==> config.mk <==
export PLATFORM = sky130hd
export DESIGN_NAME = lsu_mem_ctrl
export DESIGN_NICKNAME = d
export VERILOG_FILES = /design/src/rtl/lsu_mem_ctrl.sv
export SDC_FILE = /design/constraint.sdc
export NUM_CORES = 1
export LEC_CHECK = 0
export CORE_UTILIZATION = 51
export DETAILED_ROUTE_END_ITERATION = 8
export PLACE_DENSITY_LB_ADDON = 0.12
export SLEW_MARGIN = 20
export SYNTH_ARGS = -nofsm -noshare
export SYNTH_HDL_FRONTEND = slang
export SYNTH_SLANG_ARGS = --single-unit
export TNS_END_PERCENT = 5
==> constraint.sdc <==
create_clock -name clk -period 16.3 [get_ports clk]
set_input_delay 2.445 -clock clk [delete_from_list [all_inputs] [get_ports clk]]
set_output_delay 2.445 -clock clk [all_outputs]
set_load 0.05 [all_outputs]
==> src/rtl/lsu_mem_ctrl.sv <==
// Load/store execution unit: effective-address generation, alignment and op
// checks, req/gnt + rvalid memory handshake, store lane formation, load extraction.
module lsu_mem_ctrl #(
  parameter int ADDR_W  = 32,
  parameter int TMO_CYC = 255
) (
  input  logic              clk,
  input  logic              rst,
  input  logic              valid,
  output logic              ready,
  input  logic [10:0]       op,
  input  logic [4:0]        rd,
  input  logic [63:0]       rs1_val,
  input  logic [63:0]       rs2_val,
  input  logic [11:0]       imm,
  output logic              mem_req,
  output logic              mem_we,
  output logic [ADDR_W-1:0] mem_addr,
  output logic [63:0]       mem_wdata,
  output logic [7:0]        mem_wstrb,
  input  logic              mem_gnt,
  input  logic              mem_rvalid,
  input  logic [63:0]       mem_rdata,
  output logic              wb_valid,
  output logic [4:0]        wb_rd,
  output logic [63:0]       wb_data,
  output logic              st_done,
  output logic              err,
  output logic [1:0]        err_code,
  output logic [2:0]        dbg_state
);

  // Handshakes: an access is taken when valid && ready (ready == IDLE); a memory
  // request holds all mem_* fields until the cycle mem_gnt is high, and load data
  // is taken only in WAIT on the first cycle mem_rvalid is high.
  typedef enum logic [2:0] {S_IDLE, S_REQ, S_WAIT, S_WB, S_SDONE, S_ERR} state_t;

  state_t              state_q, state_d;
  logic [5:0]          ld_q, ld_d;
  logic [2:0]          off_q, off_d;
  logic [4:0]          rd_q, rd_d;
  logic [7:0]          cnt_q, cnt_d;
  logic                req_q, req_d, we_q, we_d;
  logic [ADDR_W-1:0]   addr_q, addr_d;
  logic [63:0]         wdata_q, wdata_d;
  logic [7:0]          wstrb_q, wstrb_d;
  logic                wb_valid_q, wb_valid_d;
  logic [4:0]          wb_rd_q, wb_rd_d;
  logic [63:0]         wb_data_q, wb_data_d;
  logic                st_done_q, st_done_d, err_q, err_d;
  logic [1:0]          err_code_q, err_code_d;

  logic [63:0] ea, st_wdata, shifted, ld_data;
  logic [7:0]  st_wstrb;
  logic [2:0]  off;
  logic        onehot, is_h, is_w, is_d, is_st, misalign;
  logic        unused_ea;

  assign ea        = rs1_val + {{52{imm[11]}}, imm};
  assign off       = ea[2:0];
  assign unused_ea = ^ea[63:ADDR_W];
  assign onehot    = (op != 11'd0) && ((op & (op - 11'd1)) == 11'd0);
  assign is_h      = op[1] | op[4] | op[9];
  assign is_w      = op[2] | op[5] | op[10];
  assign is_d      = op[6] | op[7];
  assign is_st     = |op[10:7];
  assign misalign  = (is_h && off[0]) || (is_w && (off[1:0] != 2'd0)) || (is_d && (off != 3'd0));

  always_comb begin
    st_wdata = rs2_val;
    st_wstrb = 8'hFF;
    if (op[8]) begin
      st_wdata = {8{rs2_val[7:0]}};
      st_wstrb = 8'h01 << off;
    end else if (op[9]) begin
      st_wdata = {4{rs2_val[15:0]}};
      st_wstrb = 8'h03 << off;
    end else if (op[10]) begin
      st_wdata = {2{rs2_val[31:0]}};
      st_wstrb = 8'h0F << off;
    end
  end

  assign shifted = mem_rdata >> {off_q, 3'b000};

  always_comb begin
    ld_data = shifted;
    if (ld_q[0])      ld_data = {{56{shifted[7]}}, shifted[7:0]};
    else if (ld_q[1]) ld_data = {{48{shifted[15]}}, shifted[15:0]};
    else if (ld_q[2]) ld_data = {{32{shifted[31]}}, shifted[31:0]};
    else if (ld_q[3]) ld_data = {56'd0, shifted[7:0]};
    else if (ld_q[4]) ld_data = {48'd0, shifted[15:0]};
    else if (ld_q[5]) ld_data = {32'd0, shifted[31:0]};
  end

  always_comb begin
    state_d    = state_q;
    ld_d       = ld_q;
    off_d      = off_q;
    rd_d       = rd_q;
    cnt_d      = cnt_q;
    req_d      = req_q;
    we_d       = we_q;
    addr_d     = addr_q;
    wdata_d    = wdata_q;
    wstrb_d    = wstrb_q;
    wb_valid_d = 1'b0;
    wb_rd_d    = wb_rd_q;
    wb_data_d  = wb_data_q;
    st_done_d  = 1'b0;
    err_d      = 1'b0;
    err_code_d = err_code_q;
    case (state_q)
      S_IDLE: if (valid) begin
        ld_d  = op[5:0];
        rd_d  = rd;
        off_d = off;
        if (!onehot) begin
          state_d    = S_ERR;
          err_d      = 1'b1;
          err_code_d = 2'b10;
        end else if (misalign) begin
          state_d    = S_ERR;
          err_d      = 1'b1;
          err_code_d = 2'b01;
        end else begin
          state_d = S_REQ;
          req_d   = 1'b1;
          we_d    = is_st;
          addr_d  = {ea[ADDR_W-1:3], 3'b000};
          wdata_d = st_wdata;
          wstrb_d = is_st ? st_wstrb : 8'h00;
        end
      end
      S_REQ: if (mem_gnt) begin
        req_d = 1'b0;
        if (we_q) begin
          state_d   = S_SDONE;
          st_done_d = 1'b1;
        end else begin
          state_d = S_WAIT;
          cnt_d   = 8'd0;
        end
      end
      S_WAIT: begin
        cnt_d = cnt_q + 8'd1;
        if (mem_rvalid) begin
          state_d    = S_WB;
          wb_valid_d = 1'b1;
          wb_rd_d    = rd_q;
          wb_data_d  = ld_data;
        end else if (cnt_q == 8'(TMO_CYC - 1)) begin
          state_d    = S_ERR;
          err_d      = 1'b1;
          err_code_d = 2'b11;
        end
      end
      default: state_d = S_IDLE;
    endcase
  end

  always_ff @(posedge clk or posedge rst) begin
    if (rst) begin
      state_q    <= S_IDLE;
      ld_q       <= '0;
      off_q      <= '0;
      rd_q       <= '0;
      cnt_q      <= '0;
      req_q      <= 1'b0;
      we_q       <= 1'b0;
      addr_q     <= '0;
      wdata_q    <= '0;
      wstrb_q    <= '0;
      wb_valid_q <= 1'b0;
      wb_rd_q    <= '0;
      wb_data_q  <= '0;
      st_done_q  <= 1'b0;
      err_q      <= 1'b0;
      err_code_q <= '0;
    end else begin
      state_q    <= state_d;
      ld_q       <= ld_d;
      off_q      <= off_d;
      rd_q       <= rd_d;
      cnt_q      <= cnt_d;
      req_q      <= req_d;
      we_q       <= we_d;
      addr_q     <= addr_d;
      wdata_q    <= wdata_d;
      wstrb_q    <= wstrb_d;
      wb_valid_q <= wb_valid_d;
      wb_rd_q    <= wb_rd_d;
      wb_data_q  <= wb_data_d;
      st_done_q  <= st_done_d;
      err_q      <= err_d;
      err_code_q <= err_code_d;
    end
  end

  assign ready     = (state_q == S_IDLE);
  assign mem_req   = req_q;
  assign mem_we    = we_q;
  assign mem_addr  = addr_q;
  assign mem_wdata = wdata_q;
  assign mem_wstrb = wstrb_q;
  assign wb_valid  = wb_valid_q;
  assign wb_rd     = wb_rd_q;
  assign wb_data   = wb_data_q;
  assign st_done   = st_done_q;
  assign err       = err_q;
  assign err_code  = err_code_q;
  assign dbg_state = state_q;

endmodule

# Word-level counts from Yosys, hierarchy flattened
# Cells that the tools add are included.
dict set report totals {
  in_bits 225
  output_inout_bits 184
  elab_cells 110
  regBits 202
}
dict set report classes {
  n_eq_ne 12
  n_mux 46
  n_addsub 3
  shift 4
  n_reduce_logical 22
  bitwise 7
}
# operator count
set ops {}
lappend ops {{2-to-1 mux 64 bit} 9}
lappend ops {{>> shifter 64 x 6 -> 64 bit} 1}
lappend ops {{2-to-1 mux 8 bit} 6}
lappend ops {{adder 32 bit} 1}
lappend ops {{2-to-1 mux 3 bit} 7}
lappend ops {{one-hot mux 8 bit (2 select lines)} 1}
lappend ops {{2-to-1 mux 1 bit} 14}
lappend ops {{!= test 2 bit, second input constant} 7}
lappend ops {{AND 11 bit} 1}
lappend ops {{zero test 11 bit} 1}
lappend ops {{nonzero test 11 bit} 1}
lappend ops {{subtractor 11 x 1 -> 11 bit, second input constant} 1}
lappend ops {{2-to-1 mux 2 bit} 5}
lappend ops {{AND reduction 5 bit} 2}
lappend ops {{one-hot mux 3 bit (3 select lines)} 1}
lappend ops {{adder 8 x 1 -> 8 bit, second input constant} 1}
lappend ops {{== test 8 bit, second input constant} 1}
lappend ops {{nonzero test 2 bit} 4}
lappend ops {{<< shifter 1 x 3 -> 8 bit, first input constant} 1}
lappend ops {{<< shifter 2 x 3 -> 8 bit, first input constant} 1}
lappend ops {{<< shifter 4 x 3 -> 8 bit, first input constant} 1}
lappend ops {{AND reduction 3 bit} 2}
lappend ops {{bitwise OR 1 bit} 5}
lappend ops {{logical AND 1 bit} 4}
lappend ops {{other kinds (13)} 16}

# Longest topological paths before layout
dict set report logic_depth {
  word_depth 9
  ltp_mapped 14
  mapped_depth_nobuf 11
}

# Worst setup path before layout
# OpenSTA, ideal clock, no wires.
dict set report synth_timing {
  path_kind {input -> register}
  startpoint {in rs1_val[0]}
  endpoint {reg addr_q[13] (netlist: mem_addr[13])}
  t_arrival_ns 4.624
  setup_ns 0.136
  path_buffers 3
  required_time_ns 16.164
  path_stages 14
  path_slack_ns 11.541
  path_cell_list {ha_1 > inv_1 > fa_1 > xor2_1 > inv_1 > a21boi_0 > o22ai_1 > nor2_1 > nand2_2 > buf_6 > buf_6 > buf_2 > nand2_1 > o21ai_0}
}
dict set report synth_between {
  elab_chain_cells 7
  word_cells_on_any_way 10
  classes_between {add/sub (1); bitwise (1); reduce/logical (8)}
}
# element line
set synth_lines {}
lappend synth_lines {{from (decl)} 13} ;# input logic [63:0] rs1_val,
lappend synth_lines {{adder 32 bit (*)} 59} ;# assign ea = rs1_val + {{52{imm[11]}}, imm};
lappend synth_lines {{nonzero test 2 bit} 67} ;# assign misalign = (is_h && off[0]) || (is_w && (off[1:0] != 2'd0)) || (is_d && (off != 3'd0));
lappend synth_lines {{logical AND 1 bit} 67}
lappend synth_lines {{logical OR 1 bit (2 in a row)} 67}
lappend synth_lines {{inverter 1 bit (no source line)} --}
lappend synth_lines {{AND reduction 4 bit (no source line)} --}
lappend synth_lines {{to (signal assigned)} 188} ;# addr_q <= addr_d;
lappend synth_lines {{to (decl)} 44} ;# logic [ADDR_W-1:0] addr_q, addr_d;
# Every way passes the cells marked *; elsewhere a longest branch is shown, timed or not.
# A chain may end at the register's enable or synchronous reset.

# Worst setup path after layout
dict set report layout_timing {
  startpoint {in imm[0]}
  endpoint {reg addr_q[6] (netlist: mem_addr[6])}
}
dict set report layout_between {
  elab_chain_cells 7
  word_cells_on_any_way 10
  classes_between {add/sub (1); bitwise (1); reduce/logical (8)}
}
# element line
set layout_lines {}
lappend layout_lines {{from (decl)} 15} ;# input logic [11:0] imm,
lappend layout_lines {{adder 32 bit (*)} 59}
lappend layout_lines {{nonzero test 2 bit} 67}
lappend layout_lines {{logical AND 1 bit} 67}
lappend layout_lines {{logical OR 1 bit (2 in a row)} 67}
lappend layout_lines {{inverter 1 bit (no source line)} --}
lappend layout_lines {{AND reduction 4 bit (no source line)} --}
# Marked as above.

==> summary.md <==
| Metric | Value |
|---|---|
| Initial cell density of the core | `0.521` |
| Hold Crit Start | `rd_q[1]` |
| Initial antenna violation count | `1` |
| Post-synth EDFFs | `0` |
| CP required | `16.70 ns` |
| Cell variety after synth | `73` |
| Worst path most repeated cell | `inv_1` |
| Final HPWL DP | `29.3 mm` |
| Status | `finished, final reports clean` |
| Post-DR vias/cell | `5.80` |
| Ports | `409` |
| Setup slack, reg-to-reg | `12.29 ns` |
| Leakage power total | `7.36 nW` |
| Crit share post-route | `0.390` |
| Htree depth | `1` |
| Synth top area cells | `dfrtp_1 (40%), o21ai_0 (7.6%), mux2i_1 (6.2%), nand2_1 (6.0%), a21oi_1 (4.9%)` |
| Final WL | `40.2 mm` |
| Worst r2r path cells | `7` |
| Placed standard-cell area | `0.0165 mm^2` |
| Residual DRC | `0` |
| Sw Ratio | `0.443` |
| Post-CTS Setup Repair Bufs | `0` |
| Register area share after synthesis | `0.397` |
| Commonest non-fill, non-tap cell in the layout | `clkdlybuf4s50_1` |
| Max frequency | `157 MHz` |
| RSZ-0062 raised after global routing | `false` |
| Delay-heaviest family, CP | `buffers and inverters` |
| Cell Chain, Critical Path | `clkdlybuf4s50_1 -> ha_1 -> inv_1 -> fa_1 -> xor2_1 -> inv_1 -> a21boi_0 -> o22ai_1 -> nor2_1 -> nand2_8 -> mux2_1` |
| TritonRoute pass-1 iters | `5` |
| Number of max-cap violations | `0` |
| CTS tree | `done` |
| Layout Skew | `0.00730 ns` |
| Buffer depth of the longest clock path | `3` |
| Clk slew on worst S/H paths | `0.06 ns` |
| Synth Area per Inst | `9.03 um^2` |
| Slew margin rel. | `0.267` |
| Commonest non-fill, non-tap cells in the layout | `clkdlybuf4s50_1 (372), nand2_1 (202), dfrtp_1 (200)` |
| GRT Util Overall | `0.311` |
| Area Growth Syn to Fin | `35.7%` |
| Die ar. | `0.0256 mm^2` |
| Actual slew at the worst max-slew pin | `1.10 ns` |
| Endpoints failing setup | `0` |
| CP Data Arrival Time | `6.76 ns` |
| CP bufs+invs | `3` |
| Hold Path Cell Cnt | `2` |
| Vias | `11,900` |
| Post-Syn Instances | `1,409` |
| Port Buffer Count | `373` |
| Fin. max-slew vios | `0` |
| Worst Hold Class | `register to register` |
| Initial DRC Count | `1,069` |
| Largest net degree at the start of global routing | `195` |
| WL/cell | `19.6 um` |
| Root buf cell | `clkbuf_16` |
| First-pass GRT wire length | `63.2 mm` |
| Top_reg_cell synth | `dfrtp_1` |
| Area leader, netlist | `dfrtp_1` |
| Post-route ant nets | `0` |
| Sequential power share | `0.296` |
| Row Count | `57` |
| #FFs+latches synth | `202` |
| Post-CTS Resized | `0` |
| R2r endpoint | `wb_data[35]` |
| Final Hold Violating Endpoints | `0` |
| Tot Pwr | `2.50 mW` |
| Combinational power share | `0.492` |
| Critical path endpoint category | `register` |
| Max IR drop VDD | `0.116 mV` |
| Power per cell area | `145 mW/mm^2` |
| Crit Path Class | `input pin to register` |
| # hold bufs at CTS | `0` |
| Worst Path Max Fanout | `194` |
| Async set-reset flop share out of synthesis | `1.00` |
| R2r startpoint | `off_q[0]` |
| Cell area after layout | `0.0173 mm^2` |
| Critical path's slowest cell | `xor2_1` |
| Share of layout cells above drive strength 1 | `0.0774` |
| Post-Syn Area | `0.0127 mm^2` |
| Layout Nets | `1,983` |
| Final setup TNS | `0 ns` |
| Final Util | `0.707` |
| Internal Pwr Total | `1.40 mW` |
| Min Clock Period, post-route | `6.36 ns` |
| GPL Wtd Cong | `0.907` |
| Ys Warns | `0` |
| Slowest stage delay, CP | `0.61 ns` |
| Clock Sinks | `202` |
| Top cell type's share of synthesized area | `0.397` |
| Vias in the first global route | `11,600` |
| Clock power share | `0.212` |
| CORE AREA | `0.0244 mm^2` |
| Clock Latency Late Sink | `0.52 ns` |
| Chip Width | `160 um` |
| CTS buffer count | `23` |
| WHS Endpoint | `wb_rd[1]` |
| Switch Pwr | `1.11 mW` |
| Critical Path Source Type | `input pin` |
| Overflow after GRT | `0` |
| Die height | `160 um` |
-- cells by family (layout without fill, tap and decap cells) --
kind of cell	count (synthesis)	count (layout)	share of synthesized area
and+or+nand+nor	376	376	0.128
other	1	4	0.000295
adders and majority gates	46	46	0.0453
AOI/OAI and AO/OA	477	477	0.220
DFF	202	202	0.397
buffers and inverters	127	447	0.0450
xor gates and xnor gates	31	31	0.0213
muxes	149	149	0.143
-- state kept, by name, summed over array words and instances (netlist names), 2 cells and up --
register / cells
cnt_q: 8
dbg_state: 3
err_code: 2
ld_q: 6
mem_addr: 29
mem_wdata: 64
mem_wstrb: 8
off_q: 3
rd_q: 5
wb_data: 64
wb_rd: 5
-- final cells by class --
cell class | count | area [um^2]
Fill cell | 1985 | 7140
Antenna cell | 1 | 2.50
Inverter | 24 | 97.6
Multi-Input combinational cell | 1082 | 7120
Timing Repair Buffer | 382 | 3800
Sequential cell | 202 | 5060
Clock buffer | 26 | 607
Clock inverter | 15 | 164
Tap cell | 324 | 405
-- power by group through the flow --
| stage | Combinational, mW | Clock (mW) | Sequential, mW |
|---|---|---|---|
| after floorplan | 0.591 | 0 | 0.993 |
| after global placement | 1.20 | 0 | 0.743 |
| after detailed placement | 1.22 | 0 | 0.749 |
| after CTS | 1.23 | 0.539 | 0.741 |
| after global routing | 1.30 | 0.562 | 0.760 |
| final | 1.23 | 0.531 | 0.742 |
-- metrics by stage --
| stage | hold slack, ns | worst slack [ns] | cells |
|---|---|---|---|
| 2_1_floorplan | 0.435 | 8.34 | 1411 |
| 3_3_place_gp | 0.444 | 9.60 | 2014 |
| 3_5_place_dp | 0.448 | 9.47 | 2014 |
| 4_1_cts | 0.464 | 10.04 | 2055 |
| 5_1_grt | 0.492 | 9.62 | 2056 |
| 6_report | 0.463 | 9.94 | 2056 |
-- tightest hold or removal path, stage by stage (launching register included) --
cell and delay, ns:
dfrtp_1 0.34, nand2_1 0.05, nand2_1 0.04
-- synthesized netlist by cell type (15+ instances only) --
cell type,instances
o21ai_0,193
clkbuf_1,56
inv_1,22
xor2_1,19
ha_1,42
mux2i_1,79
o211a_1,17
o22ai_1,15
buf_2,25
dfrtp_1,202
nand2_1,202
mux4_2,20
nor2_1,88
o21a_1,30
a211oi_1,16
o21ai_1,19
a21oi_1,124
mux2_2,39
-- metal layers --
metal	track usage	routed length [um]
met4	0.113	1480
met1	0.396	16300
met5	0	0
met2	0.519	19100
met3	0.0694	3390
-- worst max path at each step --
stage | from | endpoint | cells after the start
2_1_floorplan | rst | cnt_q[0] | 1
3_3_place_gp | imm[0] | mem_wdata[3] | 11
3_5_place_dp | imm[0] | mem_addr[4] | 11
4_1_cts | imm[0] | mem_wdata[0] | 11
5_1_grt | imm[0] | mem_addr[6] | 11
6_report | imm[0] | mem_addr[6] | 11
Power figures use the tool's default switching activity.
